## src/rtl/alu_exec_pipe.sv

```systemverilog
// rtl/alu_exec_pipe.sv - two-stage pipelined ALU execute unit with valid/ready writeback handoff
//
// Purpose: accepts a decoded ALU operation, registers it in S1, computes the
// result into S2, and presents it with its destination address to writeback.
// Back-pressure stalls both stages without losing or duplicating operations.
// NOP codes (101/110/111) pass through S1 and never reach S2 as valid.
//
// Ports:
//   clk, reset                     rising-edge clock, synchronous active-high reset
//   in_valid / in_ready            operation handshake from the command controller
//   alu_op_code, alu_a, alu_b      operation and operands
//   dest_addr                      destination address carried with the result
//   out_valid / out_ready          result handshake to writeback
//   wb_addr, wb_data               presented destination and result
//   retired_count                  hand-offs since reset, wraps at 16 bits
//   flag_zero/carry/ovf            result flags, only when ALU_FLAGS_EN is defined
//
// Optional feature macro: ALU_FLAGS_EN
module alu_exec_pipe (
  input  logic        clk,
  input  logic        reset,
  input  logic        in_valid,
  output logic        in_ready,
  input  logic [2:0]  alu_op_code,
  input  logic [31:0] alu_a,
  input  logic [31:0] alu_b,
  input  logic [2:0]  dest_addr,
  output logic        out_valid,
  input  logic        out_ready,
  output logic [2:0]  wb_addr,
  output logic [31:0] wb_data,
  output logic [15:0] retired_count
`ifdef ALU_FLAGS_EN
  ,
  output logic        flag_zero,
  output logic        flag_carry,
  output logic        flag_ovf
`endif
);

  localparam logic [2:0] OP_ADD = 3'b000;
  localparam logic [2:0] OP_SUB = 3'b001;
  localparam logic [2:0] OP_AND = 3'b010;
  localparam logic [2:0] OP_OR  = 3'b011;
  localparam logic [2:0] OP_NOT = 3'b100;

  logic        r_s1_valid;
  logic [2:0]  r_s1_op;
  logic [31:0] r_s1_a;
  logic [31:0] r_s1_b;
  logic [2:0]  r_s1_addr;

  logic        r_s2_valid;
  logic [2:0]  r_s2_addr;
  logic [31:0] r_s2_data;
  logic [15:0] r_retired;

  logic        w_s2_load;
  logic        w_s1_load;
  logic        w_accept;
  logic        w_move;
  logic        w_handoff;
  logic        w_is_op;
  logic [31:0] w_result;

  // S2 can take a new entry when empty or when its current entry leaves;
  // S1 can take input under the same condition or when it is empty.
  assign w_s2_load = !r_s2_valid || out_ready;
  assign w_s1_load = !r_s1_valid || w_s2_load;
  assign in_ready  = w_s1_load;
  assign w_accept  = in_valid && w_s1_load;
  assign w_move    = r_s1_valid && w_s2_load;
  assign w_handoff = r_s2_valid && out_ready;

  always_comb begin
    w_result = 32'd0;
    w_is_op  = 1'b1;
    case (r_s1_op)
      OP_ADD:  w_result = r_s1_a + r_s1_b;
      OP_SUB:  w_result = r_s1_a - r_s1_b;
      OP_AND:  w_result = r_s1_a & r_s1_b;
      OP_OR:   w_result = r_s1_a | r_s1_b;
      OP_NOT:  w_result = ~r_s1_a;
      default: w_is_op  = 1'b0;
    endcase
  end

  always_ff @(posedge clk) begin
    if (reset) begin
      r_s1_valid <= 1'b0;
      r_s1_op    <= 3'd0;
      r_s1_a     <= 32'd0;
      r_s1_b     <= 32'd0;
      r_s1_addr  <= 3'd0;
    end else begin
      if (w_s1_load) r_s1_valid <= in_valid;
      // Payload only changes on a real accept so unaccepted operand wiggle is ignored.
      if (w_accept) begin
        r_s1_op   <= alu_op_code;
        r_s1_a    <= alu_a;
        r_s1_b    <= alu_b;
        r_s1_addr <= dest_addr;
      end
    end
  end

  always_ff @(posedge clk) begin
    if (reset) begin
      r_s2_valid <= 1'b0;
      r_s2_addr  <= 3'd0;
      r_s2_data  <= 32'd0;
      r_retired  <= 16'd0;
    end else begin
      // A NOP leaving S1 turns into a bubble in S2.
      if (w_s2_load) r_s2_valid <= r_s1_valid && w_is_op;
      if (w_move && w_is_op) begin
        r_s2_addr <= r_s1_addr;
        r_s2_data <= w_result;
      end
      if (w_handoff) r_retired <= r_retired + 16'd1;
    end
  end

`ifdef ALU_FLAGS_EN
  logic [32:0] w_sum;
  logic [32:0] w_diff;
  logic        w_carry;
  logic        w_ovf;
  logic        r_zero;
  logic        r_carry;
  logic        r_ovf;

  assign w_sum  = {1'b0, r_s1_a} + {1'b0, r_s1_b};
  // Bit 32 of the widened difference is the unsigned borrow (a < b).
  assign w_diff = {1'b0, r_s1_a} - {1'b0, r_s1_b};

  always_comb begin
    w_carry = 1'b0;
    w_ovf   = 1'b0;
    case (r_s1_op)
      OP_ADD: begin
        w_carry = w_sum[32];
        w_ovf   = (r_s1_a[31] == r_s1_b[31]) && (w_sum[31] != r_s1_a[31]);
      end
      OP_SUB: begin
        w_carry = w_diff[32];
        w_ovf   = (r_s1_a[31] != r_s1_b[31]) && (w_diff[31] != r_s1_a[31]);
      end
      default: ;
    endcase
  end

  always_ff @(posedge clk) begin
    if (reset) begin
      r_zero  <= 1'b0;
      r_carry <= 1'b0;
      r_ovf   <= 1'b0;
    end else if (w_move && w_is_op) begin
      r_zero  <= (w_result == 32'd0);
      r_carry <= w_carry;
      r_ovf   <= w_ovf;
    end
  end

  assign flag_zero  = r_zero;
  assign flag_carry = r_carry;
  assign flag_ovf   = r_ovf;
`endif

  assign out_valid     = r_s2_valid;
  assign wb_addr       = r_s2_addr;
  assign wb_data       = r_s2_data;
  assign retired_count = r_retired;

endmodule
```

## config.mk

```make
export PLATFORM = sky130hd
export DESIGN_NAME = alu_exec_pipe
export DESIGN_NICKNAME = d
export VERILOG_FILES = /design/src/rtl/alu_exec_pipe.sv
export SDC_FILE = /design/constraint.sdc
export NUM_CORES = 1
export LEC_CHECK = 0
export ABC_AREA = 1
export CORE_MARGIN = 2
export CORE_UTILIZATION = 65
export DETAILED_ROUTE_END_ITERATION = 12
export DONT_BUFFER_PORTS = 1
export MAX_ROUTING_LAYER = met4
export PLACE_DENSITY = 0.85
export SLEW_MARGIN = 40
export SYNTH_ARGS = -nofsm -noshare
export SYNTH_HDL_FRONTEND = slang
export SYNTH_SLANG_ARGS = --single-unit
```

## constraint.sdc

```tcl
create_clock -name clk -period 3.55 [get_ports clk]
set_clock_uncertainty 0.15 [all_clocks]
set_input_delay 0.8875 -clock clk [delete_from_list [all_inputs] [get_ports clk]]
set_output_delay 0.8875 -clock clk [all_outputs]
set_load 0.05 [all_outputs]
```

# Word-level counts from Yosys, hierarchy flattened
# Cells that the tools add are included.
[op_classes] eq_ne=4 n_mux=2 n_bitwise=3 n_div=0 n_mul=0 shift=0 n_addsub=3 magnitude_cmp=0 reduce_logical=11
[op_table] operator="$pmux W32 S5" n=1
[op_table] operator="$add A32 B32 Y32" n=1
[op_table] operator="$and A32 B32 Y32" n=1
[op_table] operator="$not A32 Y32" n=1
[op_table] operator="$or A32 B32 Y32" n=1
[op_table] operator="$sub A32 B32 Y32" n=1
[op_table] operator="$add A16 B1 Y16 const B" n=1
[op_table] operator="$eq A3 B2 Y1 const B" n=2
[op_table] operator="$logic_and A1 B1 Y1" n=5
[op_table] operator="$reduce_or A5 Y1" n=1
[op_table] operator="$eq A3 B1 Y1 const B" n=1
[op_table] operator="$eq A3 B3 Y1 const B" n=1
[op_table] operator="$logic_not A3 Y1" n=1
[op_table] operator="$logic_not A1 Y1" n=2
[op_table] operator="$logic_or A1 B1 Y1" n=2
[op_table] operator="$mux W1" n=1
[totals] latch_bits=0 mem_count=0 rom_bits=0 inputBits=74 out_inout_bits=53 register_bits=123 ram_bits=0

# Logic depth before layout (Yosys ltp)
[logic_depth] word_depth=4 ltp_mapped=23 ltp_nobuf=23

# Least setup slack after synthesis
# OpenSTA, ideal clock, no wires.
[synth_timing] path_type="register to register" from="reg r_s1_b[0]" to="reg r_s2_data[31] (netlist: wb_data[31])" t_required_ps=3280 path_buffers=0 setup_time_ps=120 arrival_time_ps=2486 stages_incl_launch_ff=24 setup_slack_ps=794 path_cell_list="dfxtp_1 inv_1 ha_1 nand2_2 nor2_2 nand2_2 nor2_4 nand4_2 o21ai_2 nand2_1 nor2_1 nor2_1 ha_1 nand2_1 nor3_1 nand2_1 inv_1 nand2_1 nand2_1 inv_1 nand2_1 nand2_1 nand3_1 a21oi_1"
[synth_via] elab_chain_cells=2 elab_cells_between_ends=3 cone_classes="add/sub (2); mux (1)"
[synth_lines] element="start, declared" line="50" source="logic [31:0] r_s1_b;"
[synth_lines] element="start signal, assigned" line="101" source="r_s1_b <= alu_b;"
[synth_lines] element="$sub A32 B32 Y32 or $add A32 B32 Y32 (tied branches)" line="80, 79"
[synth_lines] element="$pmux W32 S5 *" line="78" source="case (r_s1_op)"
[synth_lines] element="end signal, assigned" line="118" source="r_s2_data <= w_result;"
[synth_lines] element="end, declared" line="55" source="logic [31:0] r_s2_data;"
# Every way passes the cells marked *; elsewhere a longest branch is shown, timed or not.
# A chain may end at the register's enable or synchronous reset.

# Final worst setup path
[layout_timing] from="reg r_s1_b[0]" to="reg r_s2_data[27] (netlist: wb_data[27])"
# The elaborated chain is that of the path after synthesis.

==> flow_summary.ini <==
[status]
status = finished clean

[floorplanning]
core_area_um2 = 12600
num_rows = 41
start_util_pct = 66.2
fp.dieArea_um2 = 13700
dieHeight_um = 117
io_pins = 127
die_w_um = 117

[synthesis]
syn_area_um2 = 8320
async_flop_share_pct = 0
synth-compound-area-share_pct = 21.5
ys_warn_count = 0
syn_area_per_cell_um2 = 6.37
yosysUniqueCellTypes = 47
yosys.area_share.simple_pct = 30.3
syn_nets = 1417
seq_area_frac_synth_pct = 29.6
synth_edf_count = 0
synth_fa_ha_area_share_pct = 5.50
ys_ff_latch = 123
synthXorXnorAreaFrac_pct = 3.47
muxShareOfSynthArea_pct = 0
synth-main-ff-cell = dfxtp_1
synth_top_family_by_area = simple AND/OR/NAND/NOR gates
synth_cells = 1307

[global_routing]
antenna_found_initial = 1
grt_max_degree = 71
first_global_vias = 7919
track_usage_pct = 38.2
grt_first_pass_wirelength_um = 39200
gr-total-overflow = 0

[setup_path]
worst_setup_path_start_kind = flip-flop
cp_top_family = simple AND/OR/NAND/NOR gates
r2r-end = wb_data[27]
crit_path_frequent_cell = nand2_1
path_cells = inv_1, ha_1, nand2_2, nor2_2, nand2_2, o21ai_0, xor2_1, ha_1, nand2_1, inv_1, nand2_1, nand2_1, a21oi_1, nor2_1, nor2_1, nand2_1, nand2_1, nand3_1, a21oi_1
reg2reg_from = r_s1_b[0]
worst-endpoint-arrival_ns = 3.52
crit_type = reg2reg
rr_worst_depth = 19
r2r_setup_slack_ns = 0.24
crit_slowest_cell = dfxtp_1
cp.required_ns = 3.76
max_stage_delay_ns = 0.32
path_max_fanout = 6
setup.worst_path.end_class = flip-flop
path_buf_inv = 2

[placement]
dp_hpwl_um = 18700
dpl-instance-area_um2 = 8440
gp_congestion = 0.991
io_buffers = 0

[routing]
num_vias = 8734
dr.pass1.iters = 5
ant_nets = 0
post_drt_wl_per_cell_um = 17.0
drtIter0Drc = 897
drc = 0
via_per_inst = 5.93
finalWirelength_um = 25000

[min_path]
whs_path_depth = 2
worstHoldEndpoint = r_s1_addr[2]
hp-class = reg2reg
hold_start = r_s1_addr[2]

[timing]
worst_slew_pin_slew_ns = 0.729
period_share_pct = 93.3
final.min_clock_period_ns = 3.31
max-slew-margin-rel_pct = 51.4
fin_tns_setup_ns = 0
rsz0062_at_grt = no
setup_viol_count_final = 0
slew_viol_final = 0
max_freq_mhz = 302
final_hold_viol_count = 0

[cells_and_area]
design_area_um2 = 9040
fill_cells = 1110
drive_above_1_share_pct = 7.38
nets = 1397
area_growth_pct = 8.63

[clock_tree]
root_buffer = clkbuf_16
clkLatencyLatePin_ns = 0.42
cts_tree = built
htreeDepth = 4
clk_path_buf_depth = 2
cts_buffers = 17
cts_setup_buffers = 0
clk_pin_slew_ns = 0.06
cts_hold_buf = 0
cts_resized = 0
clock-sinks = 123

[pwr]
leakagePower_nw = 4.17
ir_worst_vdd_mv = 0.375
power.total_mw = 4.58
power.density_nw_per_um2 = 506

[flow_run]
max_cap_viol_count = 0
logic make-up after synthesis:
family | after synthesis
AND/OR/NAND/NOR | 585
AO/OA/AOI/OAI | 327
buffers and inverters | 203
flip-flops | 123
adder cells (fa/ha/maj) | 36
XOR/XNOR | 33
worst max path at each step:
| stage | startpoint | end | slack [ns] | cells after the start |
|---|---|---|---|---|
| 2_1_floorplan | r_s1_b[0] | wb_data[31] | 0.79 | 23 |
| 3_3_place_gp | r_s1_b[0] | wb_data[31] | 0.26 | 20 |
| 3_5_place_dp | r_s1_b[0] | wb_data[31] | 0.20 | 22 |
| 4_1_cts | r_s1_b[0] | wb_data[31] | 0.18 | 22 |
| 5_1_grt | r_s1_b[0] | wb_data[31] | 0.005 | 19 |
| 6_report | r_s1_b[0] | wb_data[27] | 0.24 | 19 |
sequential cells by signal, indices dropped and copies added (netlist names):
| name | flops |
|---|---|
| r_s1_b | 32 |
| r_s1_addr | 3 |
| wb_addr | 3 |
| r_s1_op | 3 |
| r_s1_valid | 1 |
| out_valid | 1 |
| retired_count | 16 |
| r_s1_a | 32 |
| wb_data | 32 |
metal layers:
layer / vias up / routed length, um / share of wire [%] / GRT usage, %
li1: 4289 / - / - / -
met1: 4044 / 11400 / 46 / 51.9
met2: 361 / 10800 / 43 / 55.6
met3: 40 / 2260 / 9.0 / 9.47
met4: 0 / 571 / 2.3 / 12.7
met5: - / 0 / 0 / -
worst min-delay path: stages (launching register included):
cell	delay [ns]
dfxtp_1	0.33
nor2_1	0.05
nor2_1	0.08
per-stage QoR:
step | hold WS [ns] | std cells | worst slack (ns) | util [%]
after floorplan | 0.306 | 1307 | 0.794 | -
after global placement | 0.313 | 1439 | 0.258 | 67.0
after detailed placement | 0.329 | 1440 | 0.196 | 67.2
after CTS | 0.342 | 1472 | 0.183 | 71.7
after global routing | 0.364 | 1473 | 0.00527 | 71.9
final | 0.341 | 1473 | 0.236 | 71.9
synth_stat cells, types with 2 or more instances:
| cell type | n | area [um^2] |
|---|---|---|
| nor3b_1 | 2 | 15.0 |
| nor2_2 | 4 | 25.0 |
| o21bai_1 | 7 | 52.6 |
| nand2_1 | 252 | 946 |
| o22ai_1 | 2 | 12.5 |
| a21oi_1 | 93 | 465 |
| o2111ai_1 | 3 | 26.3 |
| buf_4 | 3 | 22.5 |
| xor2_1 | 33 | 289 |
| a311oi_1 | 10 | 87.6 |
| ha_1 | 35 | 438 |
| nor2_4 | 4 | 45.0 |
| nor2_1 | 185 | 694 |
| clkbuf_1 | 28 | 105 |
| nand3_1 | 71 | 355 |
| nand4_2 | 2 | 25.0 |
| nand3b_1 | 5 | 37.5 |
| and3_1 | 2 | 12.5 |
| inv_1 | 144 | 541 |
| nand4_1 | 11 | 68.8 |
| inv_2 | 8 | 30.0 |
| nand2_2 | 8 | 50.1 |
| and2_1 | 2 | 12.5 |
| o21a_1 | 6 | 45.0 |
| buf_2 | 17 | 85.1 |
| a31oi_1 | 22 | 138 |
| nor4_1 | 3 | 18.8 |
| dfxtp_1 | 123 | 2460 |
| o21ai_0 | 165 | 826 |
| nor3_2 | 3 | 30.0 |
| nor3_1 | 19 | 95.1 |
| o21ai_1 | 7 | 35.0 |
| o211ai_1 | 7 | 52.6 |
| or2_2 | 8 | 50.1 |
cell usage in the layout, fill, tap and decap left out, drive strengths merged, types with 17 or more instances in the layout:
cell type and count:
xor2 33, dfxtp 123, nand2 260, ha 35
a21oi 94, nand3 72, nor2 193, clkbuf 17
nor3 23, a31oi 22, o21ai 173, inv 159
final cells by class:
class / count / area [um^2] / area share, %
clock inverters: 15 / 139 / 1.54
well taps: 172 / 215 / 2.38
flip-flops and latches: 123 / 2460 / 27.2
repair buffers: 11 / 115 / 1.27
multi-input cells: 981 / 5110 / 56.5
diodes: 1 / 2.50 / 0.0277
inverters: 153 / 574 / 6.35
clock buffers: 17 / 425 / 4.71
power by group:
group,leakage [nW],switching (mW),internal [mW],total (mW)
logic,2.88,0.783,0.394,1.18
clock network,0.269,0.704,0.973,1.68
registers,1.02,0.243,1.48,1.72
total,4.17,1.73,2.85,4.58
No activity file was read; power rests on OpenSTA's default activity.
